File: src/rtl/helper_axis_drain.sv
// helper_axis_drain
//   Test-bench AXI-Stream sink. Accepts a stream, throttles input_ready with a
//   repeatable Galois LFSR pattern, counts transfers, and flags completion,
//   watchdog timeout and (optionally) source protocol violations.
//
//   Optional feature macro: HELPER_AXIS_DRAIN_PROTOCOL_CHECK_EN
//     defined   : checks that valid/data are held stable while stalled, and that
//                 data is never unknown at a transfer
//     undefined : no checker, violation tied low, error = timeout
//
// Ports
//   clk          in   clock, rising edge
//   rst          in   synchronous active-high reset
//   enable       in   1 = accept traffic, 0 = pause (ready low, state held)
//   input_valid  in   AXIS valid from source
//   input_data   in   AXIS data from source
//   input_ready  out  AXIS ready (registered)
//   count        out  transfers accepted since reset (wraps)
//   last_data    out  data of most recent transfer
//   done         out  sticky, TRANSACTIONS transfers accepted
//   timeout      out  sticky, watchdog expired
//   violation    out  sticky, source protocol violation
//   error        out  sticky, timeout | violation
module helper_axis_drain #(
    parameter int unsigned DATA_WIDTH      = 10,
    parameter int unsigned COUNT_WIDTH     = 32,
    parameter int unsigned TRANSACTIONS    = 0,
    parameter int unsigned STALL_THRESHOLD = 0,
    parameter logic [15:0] LFSR_SEED       = 16'hACE1,
    parameter int unsigned TIMEOUT_CYCLES  = 0
) (
    input  logic                   clk,
    input  logic                   rst,
    input  logic                   enable,
    input  logic                   input_valid,
    input  logic [DATA_WIDTH-1:0]  input_data,
    output logic                   input_ready,
    output logic [COUNT_WIDTH-1:0] count,
    output logic [DATA_WIDTH-1:0]  last_data,
    output logic                   done,
    output logic                   timeout,
    output logic                   violation,
    output logic                   error
);

    localparam logic [COUNT_WIDTH-1:0] TransCnt   = COUNT_WIDTH'(TRANSACTIONS);
    localparam logic [7:0]             StallThr   = 8'(STALL_THRESHOLD);
    localparam logic [31:0]            TimeoutCnt = 32'(TIMEOUT_CYCLES);

    typedef enum logic [1:0] {StIdle, StRun, StDone, StError} state_e;

    state_e                 state_q, state_d;
    logic [15:0]            lfsr_q, lfsr_d, lfsr_step;
    logic [31:0]            idle_cnt_q, idle_cnt_d;
    logic [COUNT_WIDTH-1:0] count_q, count_d;
    logic [DATA_WIDTH-1:0]  last_data_q, last_data_d;
    logic                   ready_q, ready_d;
    logic                   done_q, done_d;
    logic                   timeout_q, timeout_d;
    logic                   error_q, error_d;
    logic                   xfer, timeout_hit, violation_hit;

    // ready_q is only ever set with next state RUN, so xfer needs no state qualifier;
    // a transfer on the edge that leaves RUN is still counted.
    assign xfer      = input_valid & ready_q;
    assign lfsr_step = lfsr_q[0] ? ((lfsr_q >> 1) ^ 16'hB400) : (lfsr_q >> 1);

`ifdef HELPER_AXIS_DRAIN_PROTOCOL_CHECK_EN
    logic                  stall_q;
    logic [DATA_WIDTH-1:0] held_q;
    logic                  violation_q;

    // A stalled beat must reappear unchanged on the next cycle.
    assign violation_hit = (state_q == StRun) &&
                           ((stall_q && (!input_valid || (input_data != held_q))) ||
                            (xfer && $isunknown(input_data)));

    always_ff @(posedge clk) begin
        if (rst) begin
            stall_q     <= 1'b0;
            held_q      <= '0;
            violation_q <= 1'b0;
        end else begin
            stall_q     <= (state_q == StRun) && input_valid && !ready_q;
            held_q      <= input_data;
            violation_q <= violation_q | violation_hit;
        end
    end

`ifndef SYNTHESIS
    always_ff @(posedge clk) begin
        if (!rst && violation_hit && !violation_q) begin
            $error("helper_axis_drain: source protocol violation");
        end
    end
`endif

    assign violation = violation_q;
`else
    assign violation_hit = 1'b0;
    assign violation     = 1'b0;
`endif

    always_comb begin
        state_d     = state_q;
        idle_cnt_d  = idle_cnt_q;
        timeout_hit = 1'b0;
        count_d     = xfer ? count_q + COUNT_WIDTH'(1) : count_q;
        last_data_d = xfer ? input_data : last_data_q;

        // Watchdog: only RUN cycles with no offered data count as idle.
        if (state_q == StRun) begin
            if (input_valid) begin
                idle_cnt_d = '0;
            end else if (TIMEOUT_CYCLES != 0) begin
                idle_cnt_d  = idle_cnt_q + 32'd1;
                timeout_hit = (idle_cnt_d == TimeoutCnt);
            end
        end

        unique case (state_q)
            StIdle: begin
                if (enable) state_d = StRun;
            end
            StRun: begin
                if (timeout_hit || violation_hit) begin
                    state_d = StError;
                end else if ((TRANSACTIONS != 0) && xfer && (count_d == TransCnt)) begin
                    state_d = StDone;
                end else if (!enable) begin
                    state_d = StIdle;
                end
            end
            default: ;
        endcase

        // LFSR only moves while running; the pause edge consumes one value so the
        // pattern resumes with the next one rather than repeating.
        lfsr_d    = (state_q == StRun) ? lfsr_step : lfsr_q;
        ready_d   = (state_d == StRun) && (lfsr_d[7:0] >= StallThr);
        done_d    = done_q | ((state_q == StRun) && (state_d == StDone));
        timeout_d = timeout_q | timeout_hit;
        error_d   = error_q | timeout_hit | violation_hit;
    end

    always_ff @(posedge clk) begin
        if (rst) begin
            state_q     <= StIdle;
            lfsr_q      <= LFSR_SEED;
            idle_cnt_q  <= '0;
            count_q     <= '0;
            last_data_q <= '0;
            ready_q     <= 1'b0;
            done_q      <= 1'b0;
            timeout_q   <= 1'b0;
            error_q     <= 1'b0;
        end else begin
            state_q     <= state_d;
            lfsr_q      <= lfsr_d;
            idle_cnt_q  <= idle_cnt_d;
            count_q     <= count_d;
            last_data_q <= last_data_d;
            ready_q     <= ready_d;
            done_q      <= done_d;
            timeout_q   <= timeout_d;
            error_q     <= error_d;
        end
    end

    assign input_ready = ready_q;
    assign count       = count_q;
    assign last_data   = last_data_q;
    assign done        = done_q;
    assign timeout     = timeout_q;
    assign error       = error_q;

endmodule

File: config.mk
export PLATFORM = sky130hd
export DESIGN_NAME = helper_axis_drain
export DESIGN_NICKNAME = d
export VERILOG_FILES = /design/src/rtl/helper_axis_drain.sv
export SDC_FILE = /design/constraint.sdc
export NUM_CORES = 1
export LEC_CHECK = 0
export ABC_CLOCK_PERIOD_IN_PS = 2000
export CELL_PAD_IN_SITES_DETAIL_PLACEMENT = 0
export CELL_PAD_IN_SITES_GLOBAL_PLACEMENT = 1
export CORE_MARGIN = 2
export CORE_UTILIZATION = 31
export CTS_BUF_LIST = sky130_fd_sc_hd__clkbuf_2
export CTS_CLUSTER_SIZE = 14
export DETAILED_ROUTE_END_ITERATION = 8
export PLACE_DENSITY_LB_ADDON = 0.3
export SLEW_MARGIN = 25
export SYNTH_ARGS = -nofsm -noshare
export SYNTH_HDL_FRONTEND = slang
export SYNTH_SLANG_ARGS = --single-unit
File: constraint.sdc
create_clock -name clk -period 2 [get_ports clk]
set_clock_uncertainty 0.1 [all_clocks]
set_input_delay 0.4 -clock clk [delete_from_list [all_inputs] [get_ports clk]]
set_output_delay 0.4 -clock clk [all_outputs]
set_load 0.01 [all_outputs]
==> results of run 1 <==
kinds of logic after synthesis:
kind of cell               Yosys count  synth area share
AOI/OAI and AO/OA                   51             0.151
xor gates and xnor gates            10            0.0451
adders and majority gates            1           0.00645
buffers and inverters               23            0.0580
DFF                                 45             0.464
muxes                                1           0.00580
other                                1           0.00193
and+or+nand+nor                     95             0.268
worst max-delay path: stages, from the launching register on:
cell     delay, ps
dfxtp_2        430
nand4_1        100
or4_4          620
or4_1          480
a21oi_1        150
sequential cells by signal, indices dropped and copies added, names as in the netlist:
| name | flops |
|---|---|
| input_ready | 1 |
| last_data | 10 |
| count | 32 |
| done | 1 |
| state_q | 1 |
timing repair:
item | in CTS | in global routing
endpoints found under the setup margin | 2 | 29
endpoints found under the hold margin | 0 | 0
buffers inserted | 0 | 1
pin swaps | 0 | 1
resized for setup | 2 | 28
stage by stage:
| stage | setup WS [ps] | util |
|---|---|---|
| after global placement | -279 | 0.461 |
| after CTS | 11.8 | 0.467 |
| after floorplan | 6.67 | - |
| after detailed placement | -287 | 0.461 |
| after global routing | -23.5 | 0.477 |
| final | 45.4 | 0.477 |
cell usage in the layout (no fill, tap or decap), drive strengths merged, types with 2 or more instances in the layout:
cell / n
nor2: 13
o21ai: 5
dfxtp: 45
dlymetal6s2s: 7
nand3: 6
buf: 32
nand4: 10
or4: 17
xnor2: 4
clkdlybuf4s50: 49
inv: 7
nor2b: 2
or3: 5
nand2: 32
o31ai: 15
xor2: 6
clkbuf: 7
and4: 4
and2: 2
a21oi: 31
conb: 3
power by group through the flow:
stage / sequential, mW / clock (mW) / combinational (mW)
3_3_place_gp: 0.930 / 0 / 0.0877
4_1_cts: 0.913 / 0.381 / 0.0882
6_report: 0.912 / 0.361 / 0.0877
3_5_place_dp: 0.930 / 0 / 0.0880
5_1_grt: 0.914 / 0.411 / 0.0964
2_1_floorplan: 0.934 / 0 / 0.0349
metal layers:
metal  routed length, um  GRT usage  part of all wire  up-vias
met5                   0          0                 0        -
met4                  57     0.0402             0.012        0
met3                 285     0.0378             0.059        8
met2                2290      0.239              0.47       56
met1                2230      0.173              0.46      902
li1                    -          -                 -      975
cell type report:
| cell class | count | share of cell area |
|---|---|---|
| well taps | 75 | 0.0329 |
| clock inverters | 1 | 0.00131 |
| multi-input cells | 161 | 0.331 |
| flip-flops and latches | 45 | 0.327 |
| repair buffers | 89 | 0.288 |
| inverters | 7 | 0.00920 |
| clock buffers | 6 | 0.0105 |
worst paths after layout:
kind	end	startpoint	slack, ps	cells after the start
setup / recovery	count[31]	count[16]	50	4
hold reg to reg	last_data[7]	last_data[7]	370	2
setup reg to reg	count[31]	count[16]	50	4
hold / removal	count[20]	rst	180	2
==> impl_metrics.ini, run 1 <==
[worst_setup_path]
required_ps = 2250
end_kind = flop
critPathKind = flop to flop
cp-start-kind = flop
crit_fanout = 13
cp.arrival_ps = 2200

[timing]
finalSetupViolCount = 0
hold_slack_ps = 185
period_share = 0.977
fmax_mhz = 512
finalHoldViolCount = 0
slew_viol_final = 0
period_needed_ps = 1950
finalSetupTns_ps = 0
rsz0062_at_grt = true

[yosys]
synth_most_common_cell = dfxtp_1
async_flop_share = 0
synth_top_area_share = 0.464
syn_area_per_cell_um2 = 8.55
syn_inst = 227
synth.distinct_cells = 30
ys_seq_area_frac = 0.464
synth_edf_count = 0
synth_ff_type = dfxtp_1
yosysWarningCount = 0
synth_common_cells = dfxtp_1, nand2_1, a21oi_1
ys_seq_elements = 45
synthTopCellsByArea = dfxtp_1, a21oi_1, nand2_1, or4_1, o31ai_1
synth_top_cell_by_area = dfxtp_1
syn-cell-area_um2 = 1940

[final_layout]
fillers = 572
multi_input_area_um2 = 945
final_net_count = 324
layout.cells.non_filler = 384
areaGrowthSynthToFinish_pct = 47.2
drive_above_1_share = 0.230
stdcell_area_um2 = 2860
n_antenna_cell = 0
seq_area_um2 = 935

[placement]
portBuffers = 57
placed_area_um2 = 2760
dp_cells = 376
hpwl_um = 3520
gp_congestion = 0.761

[power]
netSwitchingPower_uw = 327
p_total_mw = 1.36
p_comb_frac = 0.064
switching_share = 0.240
pwr-share-clk = 0.266
vdd_drop_max_uv = 326
p_leak_nw = 1.10
p_per_area_nw_per_um2 = 476
p_seq_frac = 0.670
p_int_mw = 1.03

[routing]
wl_per_cell_um = 12.7
antenna_left = 0
drtPass1Iterations = 6
remaining_drc_errors = 0
vias = 1941
drt_iter0_markers = 90
avgViaCountPerCell = 5.05
routed_wl_um = 4860

[clock_network]
numCtsBuffers = 5
h-tree-depth = 2
cts_hold_buf = 0
cts.clk_slew.worst_paths_ps = 220
clockBufferDepth = 2
cts_root_buf = clkbuf_2
worstSkewPairLatency_ps = 400
clock-sinks = 45
cts_tree = done

[global_route]
antenna_found_initial = 0
overflow = 0
grt_pass1_vias = 1840
grt_pass1_wl_um = 8190
grtUsageTotal = 0.140
grt_max_degree = 24

[floorplanning]
start_util = 0.324
die_w_um = 83.1
dieArea_um2 = 6910
core_area_um2 = 5990
ios = 61
row_count = 28
die_height_um = 83.1

[flow_run]
max-cap-violations = 0

[hold_path]
hold_path_class = input pin to flop

[status]
status = complete, no violations
Note: power is estimated with default switching activity, not from simulation.
==> inputs of run 2 (changes only) <==
--- a/config.mk
+++ b/config.mk
@@ -5,7 +5,7 @@
 export SDC_FILE = /design/constraint.sdc
 export NUM_CORES = 1
 export LEC_CHECK = 0
-export ABC_CLOCK_PERIOD_IN_PS = 2000
+export ABC_CLOCK_PERIOD_IN_PS = 1600
 export CELL_PAD_IN_SITES_DETAIL_PLACEMENT = 0
 export CELL_PAD_IN_SITES_GLOBAL_PLACEMENT = 1
 export CORE_MARGIN = 2
==> constraint.sdc (replaced) <==
create_clock -name clk -period 1.6 [get_ports clk]
set_clock_uncertainty 0.1 [all_clocks]
set_input_delay 0.32 -clock clk [delete_from_list [all_inputs] [get_ports clk]]
set_output_delay 0.32 -clock clk [all_outputs]
set_load 0.01 [all_outputs]
==> run 2 against run 1 <==
The run now ends with negative setup slack left; clock power increased by 34%; routed wire length increased by 20%; total power increased by 27%; clock-buffer cell count increased by 2; combinational power increased by 52%; via count increased by 8.8%; utilization increased by 7.7 points; critical path depth increased by 1; largest cell class unchanged; sequential cell count unchanged; sequential share of layout area decreased by 3.0 points; fmax increased by 0.85%; cell area increased by 16%.
==> impl_metrics.ini, run 2 (same netlist as run 1, synthesis figures left out) <==
[status]
status = finished with violations
failed_checks = negative setup slack

[timing]
slew_viol_final = 0
layout_setup_ws_ps = -338
fmax_mhz = 516
finalSetupViolCount = 21
period_needed_ps = 1940
finalHoldViolCount = 0
finalSetupTns_ps = -5200
rsz0062_at_grt = true
period_share = 1.21

[worst_setup_path]
critPathMaxStageDelay_ps = 570
crit_slowest_cell = or4_4
timing.rr.start = count[8]
critPathKind = flop to flop
cp-start-kind = flop
required_ps = 1870
cp_common_cell = or4_4
r2r-end = count[25]
crit_fanout = 8
r2r_slack_ps = -340
path_cells = nand4_4, buf_6, or4_4, or4_4, a21oi_2
reg2regPathDepth = 5
end_kind = flop
cp.arrival_ps = 2200

[clock_network]
cts.clk_slew.worst_paths_ps = 220
clock-sinks = 45
numCtsBuffers = 5
worstSkewPairLatency_ps = 410
clockBufferDepth = 2
h-tree-depth = 2
cts_root_buf = clkbuf_2
cts_tree = done

[floorplanning]
start_util = 0.324
row_count = 28
die_w_um = 83.1
dieArea_um2 = 6910
die_height_um = 83.1
core_area_um2 = 5990
ios = 61

[final_layout]
n_antenna_cell = 0
layout.cells.non_filler = 428
largest_register_ffs = 32
areaGrowthSynthToFinish_pct = 70.9
final_net_count = 367
drive_above_1_share = 0.496
stdcell_area_um2 = 3320
final_common_cell = buf_4
final_cell_mix = buf_4, nand2_1, dfxtp_2, a21oi_1, clkbuf_2

[power]
p_total_mw = 1.73
vdd_drop_max_uv = 400
p_per_area_nw_per_um2 = 522
p_leak_nw = 1.39

[routing]
routed-wl-met2_um = 2690
antenna_left = 0
routed_wl_um = 5820
drtPass1Iterations = 4
avgViaCountPerCell = 4.93
wl_per_cell_um = 13.6
wl_met3_um = 394
wl_met1_um = 2670
remaining_drc_errors = 0
top_layer = met4
drt_iter0_markers = 51
vias = 2111

[global_route]
grt_pass1_wl_um = 8910
grtUsageTotal = 0.156
antenna_found_initial = 0
overflow = 0
grt_max_degree = 16
grt_pass1_vias = 1906

[placement]
hpwl_um = 3730
post-place-ws_ps = -590
dp_cells = 398
portBuffers = 57
placed_area_um2 = 3040
gp_congestion = 0.794

[flow_run]
max-cap-violations = 0

[hold_path]
min_to = input_ready
worstHoldStart = enable
hold_path_class = input pin to flop
whs_path_depth = 3
==> run 2: cell types whose count changed in the layout (fill, tap and decap cells not counted), sizes merged <==
cell           change
buf               +52
clkbuf            +15
clkdlybuf4s50     -36
or4                +1
clkinv             -1
dlygate4sd2       +18
nand3              +1
dlymetal6s2s       -7
clkdlybuf4s15      +1
==> run 2: worst max path at each step <==
stage                     start         to  depth (start not counted)  slack [ps]
floorplan             count[14]  count[30]                          5        -290
CTS                   count[14]  count[26]                          4        -290
finish                 count[8]  count[25]                          5        -340
global route           count[6]  count[15]                          6        -430
detailed placement  input_valid  count[27]                          6        -590
global placement    input_valid  count[27]                          6        -540
==> run 2: final cells by class <==
class | instances | area (um2)
clock buffer | 8 | 40.0
fill | 581 | 2680
inverter | 7 | 26.3
multi-input combinational | 163 | 1100
sequential | 45 | 986
tap | 75 | 93.8
timing repair buffer | 130 | 1070
==> run 2: metal layers <==
metal	vias to the layer above	GRT usage
li1	1059	-
met1	988	0.198
met2	60	0.249
met3	4	0.0586
met4	0	0.0402
met5	-	0
==> run 2: where the power goes <==
group	internal, mW	leakage (nW)	switching, mW
clock	0.129	0.0332	0.353
sequential	1.11	0.388	0.00564
combinational	0.0720	0.968	0.0605
==> run 2: worst max-delay path, delay by kind of cell (launching register included) <==
family                 cells  cell delay, ps
AOI/OAI and AO/OA          1             130
DFF                        1             400
and+or+nand+nor            3            1130
buffers and inverters      1             150
==> run 2: what timing repair did <==
item	4_1_cts	5_1_grt
setup endpoints to repair	65	46
setup buffers	12	11
resized for setup	126	48
hold buffers	0	0
pin swaps	4	10
gates cloned	1	2
==> run 2: stage by stage <==
stage / util / hold slack [ps]
final: 0.553 / 312
after global routing: 0.553 / 283
after CTS: 0.540 / 287
after detailed placement: 0.507 / 349
after global placement: 0.507 / 342
after floorplan: - / 329
